File: config.mk
export PLATFORM = sky130hd
export DESIGN_NAME = mem_port_arbiter
export DESIGN_NICKNAME = d
export VERILOG_FILES = /design/src/rtl/nano_rv32i_pkg.sv /design/src/rtl/mem_arb_sel.sv /design/src/rtl/mem_port_arbiter.sv
export SDC_FILE = /design/constraint.sdc
export NUM_CORES = 1
export LEC_CHECK = 0
export BUFFER_PORTS_ARGS = -buffer_cell sky130_fd_sc_hd__buf_2
export CORE_MARGIN = 2
export CORE_UTILIZATION = 36
export CTS_BUF_LIST = sky130_fd_sc_hd__clkbuf_4 sky130_fd_sc_hd__clkbuf_8 sky130_fd_sc_hd__clkbuf_16
export DETAILED_ROUTE_END_ITERATION = 8
export PLACE_DENSITY = 0.66
export SYNTH_ARGS = -nofsm -noshare
export SYNTH_HDL_FRONTEND = slang
export SYNTH_SLANG_ARGS = --single-unit
File: constraint.sdc
create_clock -name clk_i -period 2 [get_ports clk_i]
set_clock_uncertainty 0.15 [all_clocks]
set_input_delay 0.3 -clock clk_i [delete_from_list [all_inputs] [get_ports clk_i]]
set_output_delay 0.3 -clock clk_i [all_outputs]
set_load 0.02 [all_outputs]
File: src/rtl/nano_rv32i_pkg.sv
// Shared types and defaults for the instruction/data memory port arbiter.
package nano_rv32i_pkg;

    localparam int DEF_ADDR_W  = 32;
    localparam int DEF_DATA_W  = 32;
    localparam int DEF_TIMEOUT = 255;

    typedef enum logic [1:0] {
        ST_IDLE = 2'd0,
        ST_BUSY = 2'd1,
        ST_RESP = 2'd2
    } state_e;

    typedef enum logic {
        OWN_I = 1'b0,
        OWN_D = 1'b1
    } owner_e;

endpackage

File: src/rtl/mem_arb_sel.sv
// Winner select between fetch and load/store requesters.
// MEM_ARB_RR_EN: when defined, simultaneous requests alternate using a
// last-grant pointer; otherwise the data port always wins and no pointer
// register exists.
module mem_arb_sel
    import nano_rv32i_pkg::*;
(
`ifdef MEM_ARB_RR_EN
    input  logic   clk_i,
    input  logic   rst_i,
    input  logic   grant_i,
`endif
    input  logic   i_req_i,
    input  logic   d_req_i,
    output logic   req_o,
    output owner_e win_o
);

    assign req_o = i_req_i | d_req_i;

`ifdef MEM_ARB_RR_EN
    owner_e last_q;
    owner_e last_d;

    // Winner: on a conflict, the port that did not win last time.
    always_comb begin
        win_o = OWN_I;
        if (i_req_i && d_req_i) begin
            win_o = (last_q == OWN_D) ? OWN_I : OWN_D;
        end else if (d_req_i) begin
            win_o = OWN_D;
        end
    end

    // Pointer follows every grant, not just contended ones.
    always_comb begin
        last_d = last_q;
        if (grant_i) begin
            last_d = win_o;
        end
    end

    // Last-grant pointer register.
    always_ff @(posedge clk_i) begin
        if (rst_i) begin
            last_q <= OWN_I;
        end else begin
            last_q <= last_d;
        end
    end
`else
    // Winner: fixed data-over-fetch priority.
    always_comb begin
        win_o = OWN_I;
        if (d_req_i) begin
            win_o = OWN_D;
        end
    end
`endif

endmodule

File: src/rtl/mem_port_arbiter.sv
// Shares one single-ported memory between the fetch and load/store ports.
// Each access runs IDLE -> BUSY -> RESP; a watchdog ends BUSY after
// TIMEOUT_CYCLES without m_ready_i (0 disables it).
// MEM_ARB_RR_EN selects round-robin instead of fixed data priority.
//
// state   | meaning
// --------+------------------------------------------------------------
// ST_IDLE | no access in flight; pick a winner when any request is up
// ST_BUSY | strobes on the memory bus, waiting for m_ready_i or timeout
// ST_RESP | one-cycle ready pulse to the owner, err_o valid alongside
module mem_port_arbiter
    import nano_rv32i_pkg::*;
#(
    parameter int ADDR_W         = DEF_ADDR_W,
    parameter int DATA_W         = DEF_DATA_W,
    parameter int TIMEOUT_CYCLES = DEF_TIMEOUT
)(
    input  logic              clk_i,
    input  logic              rst_i,
    input  logic              i_rd_i,
    input  logic [ADDR_W-1:0] i_addr_i,
    output logic [DATA_W-1:0] i_data_o,
    output logic              i_ready_o,
    input  logic              d_rd_i,
    input  logic              d_wr_i,
    input  logic [ADDR_W-1:0] d_addr_i,
    input  logic [DATA_W-1:0] d_data_i,
    output logic [DATA_W-1:0] d_data_o,
    output logic              d_ready_o,
    output logic [ADDR_W-1:0] m_addr_o,
    output logic [DATA_W-1:0] m_data_o,
    output logic              m_rd_o,
    output logic              m_wr_o,
    input  logic [DATA_W-1:0] m_data_i,
    input  logic              m_ready_i,
    output logic              err_o,
    output logic              busy_o
);

    // The counter only needs to reach TIMEOUT_CYCLES-1: the timeout fires
    // in the BUSY cycle where it holds that value.
    localparam int CNT_W = (TIMEOUT_CYCLES > 1) ? $clog2(TIMEOUT_CYCLES) : 1;
    localparam logic [CNT_W-1:0] TO_LAST =
        CNT_W'((TIMEOUT_CYCLES > 0) ? TIMEOUT_CYCLES - 1 : 0);
    localparam bit WD_EN = (TIMEOUT_CYCLES != 0);

    state_e            state_q,  state_d;
    owner_e            owner_q,  owner_d;
    logic [CNT_W-1:0]  cnt_q,    cnt_d;
    logic [ADDR_W-1:0] m_addr_q, m_addr_d;
    logic [DATA_W-1:0] m_data_q, m_data_d;
    logic              m_rd_q,   m_rd_d;
    logic              m_wr_q,   m_wr_d;
    logic [DATA_W-1:0] i_data_q, i_data_d;
    logic [DATA_W-1:0] d_data_q, d_data_d;
    logic              err_q,    err_d;

    logic   req_any;
    owner_e win;
    logic   timeout_hit;

`ifdef MEM_ARB_RR_EN
    logic grant;
    assign grant = (state_q == ST_IDLE) && req_any;
`endif

    mem_arb_sel u_sel (
`ifdef MEM_ARB_RR_EN
        .clk_i   (clk_i),
        .rst_i   (rst_i),
        .grant_i (grant),
`endif
        .i_req_i (i_rd_i),
        .d_req_i (d_rd_i | d_wr_i),
        .req_o   (req_any),
        .win_o   (win)
    );

    assign timeout_hit = WD_EN && (cnt_q == TO_LAST);

    // Next-state logic for the access sequencer and all output registers.
    always_comb begin
        state_d  = state_q;
        owner_d  = owner_q;
        cnt_d    = cnt_q;
        m_addr_d = m_addr_q;
        m_data_d = m_data_q;
        m_rd_d   = m_rd_q;
        m_wr_d   = m_wr_q;
        i_data_d = i_data_q;
        d_data_d = d_data_q;
        err_d    = err_q;
        case (state_q)
            ST_IDLE: begin
                if (req_any) begin
                    owner_d = win;
                    cnt_d   = '0;
                    state_d = ST_BUSY;
                    if (win == OWN_D) begin
                        m_addr_d = d_addr_i;
                        m_data_d = d_data_i;
                        // A simultaneous read+write request is a write.
                        m_wr_d   = d_wr_i;
                        m_rd_d   = ~d_wr_i;
                    end else begin
                        m_addr_d = i_addr_i;
                        m_data_d = '0;
                        m_wr_d   = 1'b0;
                        m_rd_d   = 1'b1;
                    end
                end
            end
            ST_BUSY: begin
                // m_ready_i takes precedence over a coincident timeout.
                if (m_ready_i) begin
                    m_rd_d  = 1'b0;
                    m_wr_d  = 1'b0;
                    state_d = ST_RESP;
                    if (m_rd_q) begin
                        if (owner_q == OWN_D) begin
                            d_data_d = m_data_i;
                        end else begin
                            i_data_d = m_data_i;
                        end
                    end
                end else if (timeout_hit) begin
                    m_rd_d  = 1'b0;
                    m_wr_d  = 1'b0;
                    err_d   = 1'b1;
                    state_d = ST_RESP;
                    if (owner_q == OWN_D) begin
                        d_data_d = '0;
                    end else begin
                        i_data_d = '0;
                    end
                end else begin
                    cnt_d = cnt_q + CNT_W'(1);
                end
            end
            ST_RESP: begin
                err_d   = 1'b0;
                cnt_d   = '0;
                state_d = ST_IDLE;
            end
            default: begin
                state_d = ST_IDLE;
            end
        endcase
    end

    // State and output registers; reset abandons any access in flight.
    always_ff @(posedge clk_i) begin
        if (rst_i) begin
            state_q  <= ST_IDLE;
            owner_q  <= OWN_I;
            cnt_q    <= '0;
            m_addr_q <= '0;
            m_data_q <= '0;
            m_rd_q   <= 1'b0;
            m_wr_q   <= 1'b0;
            i_data_q <= '0;
            d_data_q <= '0;
            err_q    <= 1'b0;
        end else begin
            state_q  <= state_d;
            owner_q  <= owner_d;
            cnt_q    <= cnt_d;
            m_addr_q <= m_addr_d;
            m_data_q <= m_data_d;
            m_rd_q   <= m_rd_d;
            m_wr_q   <= m_wr_d;
            i_data_q <= i_data_d;
            d_data_q <= d_data_d;
            err_q    <= err_d;
        end
    end

    assign m_addr_o  = m_addr_q;
    assign m_data_o  = m_data_q;
    assign m_rd_o    = m_rd_q;
    assign m_wr_o    = m_wr_q;
    assign i_data_o  = i_data_q;
    assign d_data_o  = d_data_q;
    assign err_o     = err_q;
    assign i_ready_o = (state_q == ST_RESP) && (owner_q == OWN_I);
    assign d_ready_o = (state_q == ST_RESP) && (owner_q == OWN_D);
    assign busy_o    = (state_q != ST_IDLE);

endmodule

# Yosys cells after proc, flatten, opt, wreduce, memory -nomap -nowiden
# Index checks and enable logic that the tools add are counted.
dict set report op_classes {
  n_div 0
  n_reduce_logical 15
  mux 32
  bitwise 4
  n_shift 0
  magnitude_cmp 0
  multipliers 0
  addsub 1
  eq_ne 9
}
# cell count
set op_table {}
lappend op_table {{2-to-1 mux 32 bit} 12}
lappend op_table {{2-to-1 mux 8 bit} 3}
lappend op_table {{case mux 8 bit (3 select lines)} 1}
lappend op_table {{AND reduction 4 bit} 3}
lappend op_table {{2-to-1 mux 1 bit} 9}
lappend op_table {{adder 8 x 1 -> 8 bit (second input constant)} 1}
lappend op_table {{== test 8 bit (second input constant)} 1}
lappend op_table {{inequality test 2 bit (second input constant)} 4}
lappend op_table {{nonzero test 2 bit} 4}
lappend op_table {{2-to-1 mux 2 bit} 3}
lappend op_table {{case mux 1 bit (2 select lines)} 3}
lappend op_table {{AND reduction 3 bit} 2}
lappend op_table {{case mux 2 bit (2 select lines)} 1}
lappend op_table {{AND reduction 2 bit} 2}
lappend op_table {{inequality test 3 bit (second input constant)} 1}
lappend op_table {{nonzero test 3 bit} 1}
lappend op_table {{== test 2 x 1 -> 1 bit (second input constant)} 1}
lappend op_table {{== test 2 bit (second input constant)} 1}
lappend op_table {{logical AND 1 bit} 2}
lappend op_table {{logical NOT 2 bit} 1}
lappend op_table {{inequality test 2 x 1 -> 1 bit (second input constant)} 1}
lappend op_table {{inverter 1 bit} 2}
lappend op_table {{OR 1 bit} 2}
dict set report word_totals {
  latchBits 0
  rom_bits 0
  ff_bits 142
  n_memories 0
  mem_bits_rw 0
  in_bits 134
  out_inout_bits 134
  wordCells 71
}

# Depth between registers and ports, before layout
# Gate-level depths: netlist of run 1.
dict set report logic_depth {
  ltp_word 5
  ltp_mapped 7
  depth_no_buf 6
}

# Modules after synthesis
# Synthesis of run 1 repeated with hierarchy kept, for this count alone.
dict set report unflattened {
  hier_cells 527
  area_unflattened_um2 5256.3
}
# mod seq_area_each_um2 n_inst cells_per_inst area_per_inst_um2
set modules_own_cells {}
lappend modules_own_cells {mem_port_arbiter 2842.7 1 525 5242.5}
lappend modules_own_cells {mem_arb_sel 0.0 1 2 13.8}

# Least setup slack after synthesis of run 1
# No wires, ideal clock.
dict set report synth_path {
  kind {reg2reg}
  startpoint {reg cnt_q[0]}
  endpoint {reg d_data_q[10], in the netlist d_data_o[10]}
  arrival_ns 1.467
  path_buffers 1
  stages_incl_launch_ff 8
  synth_period_minus_slack_ns 1.735
  path_slack_ns 0.265
  t_required_ns 1.733
  setup_ns 0.117
  cell_sequence {dfxtp_1 -> inv_1 -> ha_1 -> nand3_1 -> o31ai_1 -> a21oi_2 -> buf_6 -> a32o_1}
}
dict set report synth_between {
  elab_chain_cells 3
}
# item line
set synth_rtl {}
lappend synth_rtl {{from (decl)} mem_port_arbiter.sv:49} ;# logic [CNT_W-1:0] cnt_q, cnt_d;
lappend synth_rtl {{from (signal assigned)} mem_port_arbiter.sv:167} ;# cnt_q <= cnt_d;
lappend synth_rtl {{== test 8 bit} mem_port_arbiter.sv:79} ;# assign timeout_hit = WD_EN && (cnt_q == TO_LAST);
lappend synth_rtl {{nonzero test 2 bit (no line)} --}
lappend synth_rtl {{AND reduction 4 bit (no line)} --}
lappend synth_rtl {{to (signal assigned)} mem_port_arbiter.sv:173} ;# d_data_q <= d_data_d;
lappend synth_rtl {{to (decl)} mem_port_arbiter.sv:55} ;# logic [DATA_W-1:0] d_data_q, d_data_d;
# No other way between the ends.
# A chain may end at the register's enable or synchronous reset.

# Worst setup path in the final report of run 1
dict set report layout_path {
  startpoint {reg cnt_q[4]}
  endpoint {reg i_data_q[19], in the netlist i_data_o[19]}
}
dict set report layout_between {
  elab_chain_cells 3
}
# item line
set layout_rtl {}
lappend layout_rtl {{== test 8 bit} mem_port_arbiter.sv:79}
lappend layout_rtl {{nonzero test 2 bit (no line)} --}
lappend layout_rtl {{AND reduction 4 bit (no line)} --}
lappend layout_rtl {{to (signal assigned)} mem_port_arbiter.sv:172} ;# i_data_q <= i_data_d;
lappend layout_rtl {{to (decl)} mem_port_arbiter.sv:54} ;# logic [DATA_W-1:0] i_data_q, i_data_d;
# No other way between the ends.

==> metrics, run 1 <==
outcome completed; die width around 120 um; Area Overhead vs Synth 59.4%; final net count roughly 1.0k; Reg-to-Reg End i_data_o[19]; final worst path period need approximately 1.9 ns; routability cong. about 0.84; initial core utilization a little over a third; Final Worst Setup Slack 0.149 ns; Worst R2R Path Depth 5; synth top area cells dfxtp_1 54%, a32o_1 12%, nor2_1 5.7%, a311oi_1 5.4%, a22oi_1 4.6%; period utilization 92.6%; Place WS -0.179 ns; count of different cell masters after synthesis 33; placed wire-length estimate about 11 mm; post-route ant nets 0; Sink Count 142; Total Routing Usage GR 22.6%; Synth top area share between 50% and 60%; clock buffer depth 2; reg-to-reg setup timing slack 0.15 ns; Reg clk slew, reported paths 0.06 ns; Hold Path Class in -> reg; Final Max Slew Viols 0; worst vdd rail ir drop slightly below 0.6 mV; vias in the first global route roughly 5.7k; worst-path fanout max 19; headroom to the max-slew limit a little under a third; Least-Margin Pin Slew around 1.0 ns; DIE AREA between 15000 and 20000 um^2; first-pass GRT wire length just under 30 mm; vias after detailed routing 5850; PD cells 877 nW/um^2; initial antenna violation count 0; initial DRC count 379; Die Y approximately 120 um; leakage 3.77 nW; TritonCTS clock tree done; crit path kind reg -> reg; total routed wirelength between 15 and 20 mm; Final Hold Viols 0; Slowest cell on crit path dfxtp_1; io pins around 270; Worst EP required 2.15 ns; total power draw about 7.3 mW; hold_ws 0.0236 ns; drt first pass iters 5; layout cell share with drive strength beyond 1 approximately 37%; port bufs 267; endpoints failing setup 0; fmax roughly 540 MHz; Post-Syn Instances approximately 530; worst r2r src cnt_q[4]; #FFs+latches synth 142; Antenna diodes 0; CP startpoint cnt_q[4]; Seq/Total Area, Yosys between 50 and 60%; Fillers approximately 1.2k; root buffer cell clkbuf_16; Mapped Area 5230 um^2; largest net degree at the start of global routing 44; critical path endpoint category flip-flop; crit path launch type flip-flop; core area 14400 um^2; critical path capture point i_data_o[19]; yosys warns 0; crit path DAT 2.00 ns; Clk Latency, worst-skew pair approximately 0.4 ns; CTS H-tree lvls 4; syn nets 661; Syn Area/Cell between 9 and 10 um^2; Avg WL per Cell between 15 and 20 um; RSZ-0062 raised after global routing false; DRC errors left 0; dominant cell type by area after synthesis dfxtp_1; CP Cell Sequence nand4_1 -> o31ai_2 -> a21oi_2 -> buf_4 -> a32o_1; Slowest Stage Delay on Critical Path about 0.44 ns; drt via density 5.43; total CTS buffers 17; total grt overflow 0; site row count 44; Max-cap violations 0
[flip-flops by register name, summed over array words and instances, names as in the netlist]
signal    flops
m_data_o     32
cnt_q         8
d_data_o     32
err_o         1
m_rd_o        1
m_addr_o     32
i_data_o     32
owner_q       1
state_q       2
m_wr_o        1
[through the flow]
step | instance area [um^2] | util (%) | setup TNS (ns) | instances
2_1_floorplan | 5230 | - | 0 | 525
3_3_place_gp | 6800 | 47.4 | -0.584 | 951
3_5_place_dp | 6800 | 47.4 | -3.73 | 951
4_1_cts | 8320 | 57.9 | 0 | 1077
5_1_grt | 8330 | 58.0 | 0 | 1078
6_report | 8330 | 58.0 | 0 | 1078
[final cells by class]
class	count	area, um^2	share of cell area, %
Timing Repair Buffer	385	2510	30.1
Clock buffer	19	447	5.36
Multi-Input combinational cell	331	2170	26.1
Inverter	5	18.8	0.225
Clock inverter	12	114	1.37
Tap cell	184	230	2.76
Sequential cell	142	2840	34.1
[power breakdown]
part	switching (mW)	leakage [nW]	internal [mW]
clock network	1.22	0.271	1.76
registers	0.0825	1.16	2.98
logic	0.734	2.34	0.526
[logic make-up after synthesis]
group	share of synthesized area (%)
buffers and inverters	5.03
AO/OA/AOI/OAI	29.2
adder cells (fa/ha/maj)	0.479
flip-flops	54.4
multiplexers	0.407
AND/OR/NAND/NOR	10.5
[cells in the mapped netlist]
cell,instances
a2111oi_4,1
a21oi_1,7
a21oi_2,2
a22oi_1,32
a311oi_1,32
a31oi_1,7
a32o_1,64
and3_1,2
and4_1,1
buf_1,1
buf_2,12
buf_6,6
clkbuf_1,30
dfxtp_1,142
ha_1,2
inv_1,5
mux2_2,1
mux2i_1,1
nand2_1,39
nand2b_1,3
nand3_1,4
nand4_1,1
nor2_1,79
nor2_2,1
nor3_1,1
nor3b_1,2
nor4_1,1
o2111ai_1,1
o211ai_1,2
o21a_1,1
o21ai_0,39
o31ai_1,2
or3b_1,1
[worst min path at each step]
| stage | start | to | slack (ns) | depth (start not counted) |
|---|---|---|---|---|
| after detailed placement | d_data_o[12] | d_data_o[12] | 0.30 | 1 |
| after global routing | d_addr_i[10] | m_addr_o[10] | 0.001 | 3 |
| after CTS | d_addr_i[31] | m_addr_o[31] | 0.0001 | 3 |
| after floorplan | cnt_q[6] | cnt_q[6] | 0.30 | 1 |
| final | i_addr_i[24] | m_addr_o[24] | 0.02 | 3 |
| after global placement | d_data_o[9] | d_data_o[9] | 0.29 | 1 |
[critical path, delay by kind of cell (launching register included)]
family	cells	cell delay (ns)
AO/OA/AOI/OAI	3	0.72
buffers and inverters	1	0.22
flip-flops	1	0.44
AND/OR/NAND/NOR	1	0.20
[timing repair]
action / 4_1_cts / 5_1_grt
buffers inserted: 0 / 0
hold buffers: 94 / 0
pin swaps: 1 / 1
hold endpoints to repair: 118 / 0
gates resized for setup: 1 / 3
endpoints found under the setup margin: 32 / 40
gates cloned: 1 / 1
[cell usage in the layout, fill, tap and decap left out, types with 5 or more instances in the layout]
cell           Yosys  routed
a21oi_1            7       7
inv_1              5       5
nor2_1            79      74
clkbuf_16          0      17
nand2_1           39      39
a22oi_1           32      32
a311oi_1          32      32
dfxtp_1          142     142
buf_2             12     267
a31oi_1            7       7
a32o_1            64      64
o21ai_0           39      38
buf_4              0      20
dlygate4sd3_1      0      94
[layer usage]
layer  vias up  part of all wire, %  track usage, %  wire length [um]
met5         -                    0               0                 0
met4         0                  3.0            10.4               535
met3        51                  8.4            6.74              1500
met2       354                   48            37.2              8490
met1      2722                   41            27.3              7300
li1       2723                    -               -                 -
Power figures use the tool's default switching activity.
==> run 2: changes to the inputs <==
- SYNTH_HIERARCHICAL: default -> 1
==> run 2 against run 1 <==
Clock-buffer cell count is 2 higher. Die area is 0.51% higher. Synthesized cell count is 0.38% higher. Combinational power is 9% lower. Via count is 11% lower. Largest power group is now clock. Highest routed layer unchanged. Largest cell class unchanged. Clock power is 17% higher. Wire length is 11% lower. Cell count is 4.8% lower.
==> metrics, run 2 <==
dominant cell type by area after synthesis dfxtp_1; Worst EP required 2.19 ns; period utilization 90.8%; crit path kind reg -> reg; dominant synthesized flop cell dfxtp_1; EDFF count, synth 0; Total Routing Usage GR roughly a fifth; Final Max Slew Viols 0; Avg WL per Cell roughly 15 um; Post-Syn Instances 527; initial core utilization 36.4%; site row count 44; port bufs between 200 and 300; worst r2r src cnt_q[0]; total routed wirelength around 16 mm; Clk Latency, worst-skew pair between 0.4 and 0.5 ns; highest-count cells in the layout ignoring fill and taps 267 x buf_2, 142 x dfxtp_1, 64 x a32o_1; io pins 268; final worst path period need roughly 1.8 ns; most common cell after layout, fill and taps aside buf_2; Synth top area share a little over half; worst-path fanout max 3; PD cells 968 nW/um^2; yosys warns 6; core area 14400 um^2; CTS H-tree lvls 4; die width around 120 um; Placed Area ~7000 um^2; met3 Usage GRT 5.63%; drt via density roughly 5.1; layout cell share with drive strength beyond 1 between 30 and 40%; RSZ-0062 raised after global routing false; GR Util met2 about a third; #FFs+latches synth approximately 140; headroom to the max-slew limit between 60 and 70%; Max-cap violations 0; vias after detailed routing 5191; Area Overhead vs Synth 51.9%; first-pass GRT wire length ~25 mm; leakage 3.79 nW; synth cell count leaders 142 x dfxtp_1, 64 x a32o_1, 47 x nor2_1, 42 x nand2_1, 39 x a21oi_1; critical path endpoint category flip-flop; post-route ant nets 0; Syn Area/Cell between 9 and 10 um^2; Least-Margin Pin Slew 0.457 ns; Die Y between 100 and 150 um; drt first pass iters 5; setup TNS 0 ns; total CTS buffers 17; worst vdd rail ir drop a little over 0.6 mV; most used routing layer met2; endpoints failing setup 0; synth top area cells dfxtp_1 54%, a32o_1 12%, mux2i_1 6.3%, a211oi_1 4.6%, a21oi_1 3.7%; total grt overflow 0; final net count ~970; vias in the first global route a little under 5k; root buffer cell clkbuf_16; crit path DAT 2.00 ns; initial antenna violation count 1; GR Util met1 24.2%; Final Hold Viols 0; count of different cell masters after synthesis 34; routability cong. 0.774; syn nets between 600 and 700; largest net degree at the start of global routing 67; Hold Path Class in -> reg; Antenna diodes 0; fmax 550 MHz; Post-synth ARST share 0%; clock buffer depth 2; Reg clk slew, reported paths approximately 0.06 ns; Min-Delay Startpoint m_data_i[2]; placed wire-length estimate roughly 11 mm; TritonCTS clock tree done; DRC errors left 0; CP startpoint cnt_q[0]; initial DRC count around 360; Mapped Area ~5300 um^2; leading cell type by number of instances after synthesis dfxtp_1; crit path launch type flip-flop; fin area around 8000 um^2; Sink Count 142; Seq/Total Area, Yosys a little over half; outcome completed; DIE AREA 15600 um^2
==> run 2: final cells by class <==
class | instances | area (um^2)
tap | 184 | 230
multi-input combinational | 330 | 2230
inverter | 5 | 18.8
clock buffer | 21 | 462
fill | 1333 | 6440
sequential | 142 | 2840
clock inverter | 11 | 201
timing repair buffer | 333 | 2000
==> run 2: cells by family after synthesis <==
group | after synthesis | share of synthesized area (%)
adder cells (fa/ha/maj) | 2 | 0.476
AND/OR/NAND/NOR | 139 | 11.6
multiplexers | 34 | 6.50
buffers and inverters | 55 | 4.33
AO/OA/AOI/OAI | 155 | 23.0
flip-flops | 142 | 54.1
==> run 2: final timing paths <==
check                      end  slack (ns)  depth (start not counted)
setup / recovery      cnt_q[5]        0.18                          6
hold / removal     d_data_o[2]        0.02                          2
setup reg to reg      cnt_q[5]        0.18                          6
hold reg to reg   m_data_o[31]        0.30                          2
==> run 2: stage by stage <==
step | hold WS (ns) | setup slack, ns | cells | utilization [%] | total power, mW
after floorplan | 0.297 | 0.124 | 527 | - | 3.75
after global placement | 0.287 | 0.0223 | 946 | 47.3 | 4.20
after detailed placement | 0.292 | -0.0282 | 946 | 47.3 | 4.21
after CTS | 0.000450 | 0.0439 | 1026 | 55.3 | 7.81
after global routing | 0.00796 | 0.0254 | 1026 | 55.4 | 8.08
final | 0.0168 | 0.183 | 1026 | 55.4 | 7.73
==> run 2: worst max-delay path, stage by stage (launching register included) <==
cell,delay (ns)
dfxtp_1,0.35
inv_1,0.07
ha_1,0.21
and3_1,0.22
a2111oi_2,0.48
a31oi_1,0.14
a31oi_1,0.14
==> run 2: what timing repair did <==
action                                  in CTS  in global routing
resized for setup                            0                  3
buffers inserted                             0                  0
endpoints found under the setup margin       0                 71
endpoints found under the hold margin       78                  0
hold buffers                                48                  0
==> run 2: report_power, final <==
part	internal [mW]	switching, mW	leakage, nW
logic	0.462	0.692	2.30
registers	2.98	0.0793	1.16
clock network	2.31	1.20	0.324
==> run 2: routing by layer <==
metal	vias to the layer above	wire (um)
li1	2583	-
met5	-	0
met1	2359	6630
met3	16	1170
met2	233	7780
met4	0	224
==> run 3: changes to the inputs <==
- CELL_PAD_IN_SITES_DETAIL_PLACEMENT: default -> 0
- CELL_PAD_IN_SITES_GLOBAL_PLACEMENT: default -> 1
- CORE_UTILIZATION: 36 -> 33
- PLACE_DENSITY: 0.66 -> default
- PLACE_DENSITY_LB_ADDON: default -> 0.1
==> run 3 against run 2 <==
Global-route usage down 1.3 points. Die area up 8.8%. Wire length up 3.5%. Register-to-register slack better by 0.03 ns. Clock power down 10%. Worst setup slack better by 0.032 ns. Largest power group unchanged. Highest routed layer is now met5.
==> metrics, run 3 (synthesized netlist as in run 2, its figures left out) <==
highest-count cells in the layout ignoring fill and taps 267 x buf_2, 142 x dfxtp_1, 64 x a32o_1; core area roughly 16000 um^2; Clk Latency, worst-skew pair about 0.4 ns; critical path endpoint category flip-flop; Reg clk slew, reported paths roughly 0.060 ns; Final Worst Setup Slack 0.215 ns; DRC errors left 0; vias after detailed routing 5213; setup TNS 0 ns; reg-to-reg setup timing slack 0.22 ns; post-route ant nets 0; placed wire-length estimate 11.3 mm; most common cell after layout, fill and taps aside buf_2; Die Y 130 um; die width about 130 um; Placed Area slightly below 7000 um^2; total CTS buffers 17; vias in the first global route 5009; initial antenna violation count 1; port bufs 267; Final Max Slew Viols 0; final core occ slightly above 50%; drt first pass iters 5; Final Hold Viols 0; first-pass GRT wire length approximately 25 mm; Worst EP required 2.19 ns; Total Routing Usage GR between 10% and 20%; Hold Path Class in -> reg; site row count between 40 and 50; RSZ-0062 raised after global routing false; layout cell share with drive strength beyond 1 38.3%; hold_ws roughly 0.018 ns; fin area around 8000 um^2; outcome completed; Avg WL per Cell about 15 um; Antenna diodes 0; initial core utilization 33.5%; endpoints failing setup 0; PD cells 918 nW/um^2; period utilization around 90%; clock buffer depth 2; Place WS a little under 0.1 ns; crit path kind reg -> reg; routability cong. ~0.78; TritonCTS clock tree done; DIE AREA roughly 17000 um^2; CTS H-tree lvls 4; crit path launch type flip-flop; total grt overflow 0; headroom to the max-slew limit between 60% and 70%; io pins 268; largest net degree at the start of global routing 84; final worst path period need 1.78 ns; Area Overhead vs Synth 53.1%; drt via density about 4.9; Sink Count between 100 and 150; Max-cap violations 0; worst-path fanout max 5; final net count about 1000; leakage 3.78 nW; total routed wirelength 16.4 mm; initial DRC count 237; Post-CTS Setup Repair Bufs 0; worst vdd rail ir drop ~0.56 mV; crit path DAT slightly below 2 ns; root buffer cell clkbuf_16; Least-Margin Pin Slew 0.534 ns; fmax 560 MHz
run 3: metal layers:
metal,vias to the layer above,wire length (um),global-route usage (%)
li1,2590,-,-
met1,2367,6630,21.0
met2,222,7870,32.0
met3,32,1420,6.36
met4,2,448,8.92
met5,-,10,0
run 3: worst paths after layout:
| path | cells past startpoint | end | startpoint |
|---|---|---|---|
| setup / recovery | 6 | m_wr_o | cnt_q[0] |
| hold / removal | 3 | m_data_o[11] | d_data_i[11] |
| setup reg to reg | 6 | m_wr_o | cnt_q[0] |
| hold reg to reg | 2 | m_data_o[28] | m_data_o[28] |
run 3: critical path, cell delays in order (launching register included):
cell,delay (ns)
dfxtp_1,0.35
inv_1,0.07
ha_1,0.20
and3_1,0.24
a21oi_1,0.39
o21bai_1,0.17
a21oi_1,0.14
run 3: power by group:
group / total, mW / internal, mW / switching, mW
registers: 3.06 / 2.98 / 0.0804
clock network: 3.16 / 1.99 / 1.17
logic: 1.16 / 0.469 / 0.692
run 3: stage by stage:
stage,std cells,power (mW)
5_1_grt,1064,7.71
3_3_place_gp,976,4.20
6_report,1064,7.39
2_1_floorplan,527,3.75
3_5_place_dp,976,4.21
4_1_cts,1064,7.49
run 3: cell type report:
type / instances / area [um^2]
clock inverter: 9 / 109
timing repair buffer: 339 / 2080
fill: 1476 / 7670
tap: 216 / 270
clock buffer: 23 / 495
sequential: 142 / 2840
inverter: 5 / 18.8
multi-input combinational: 330 / 2230
run 3: timing repair:
action	4_1_cts	5_1_grt
endpoints found under the hold margin	84	0
resized for setup	0	2
hold buffers	56	0
endpoints found under the setup margin	0	27
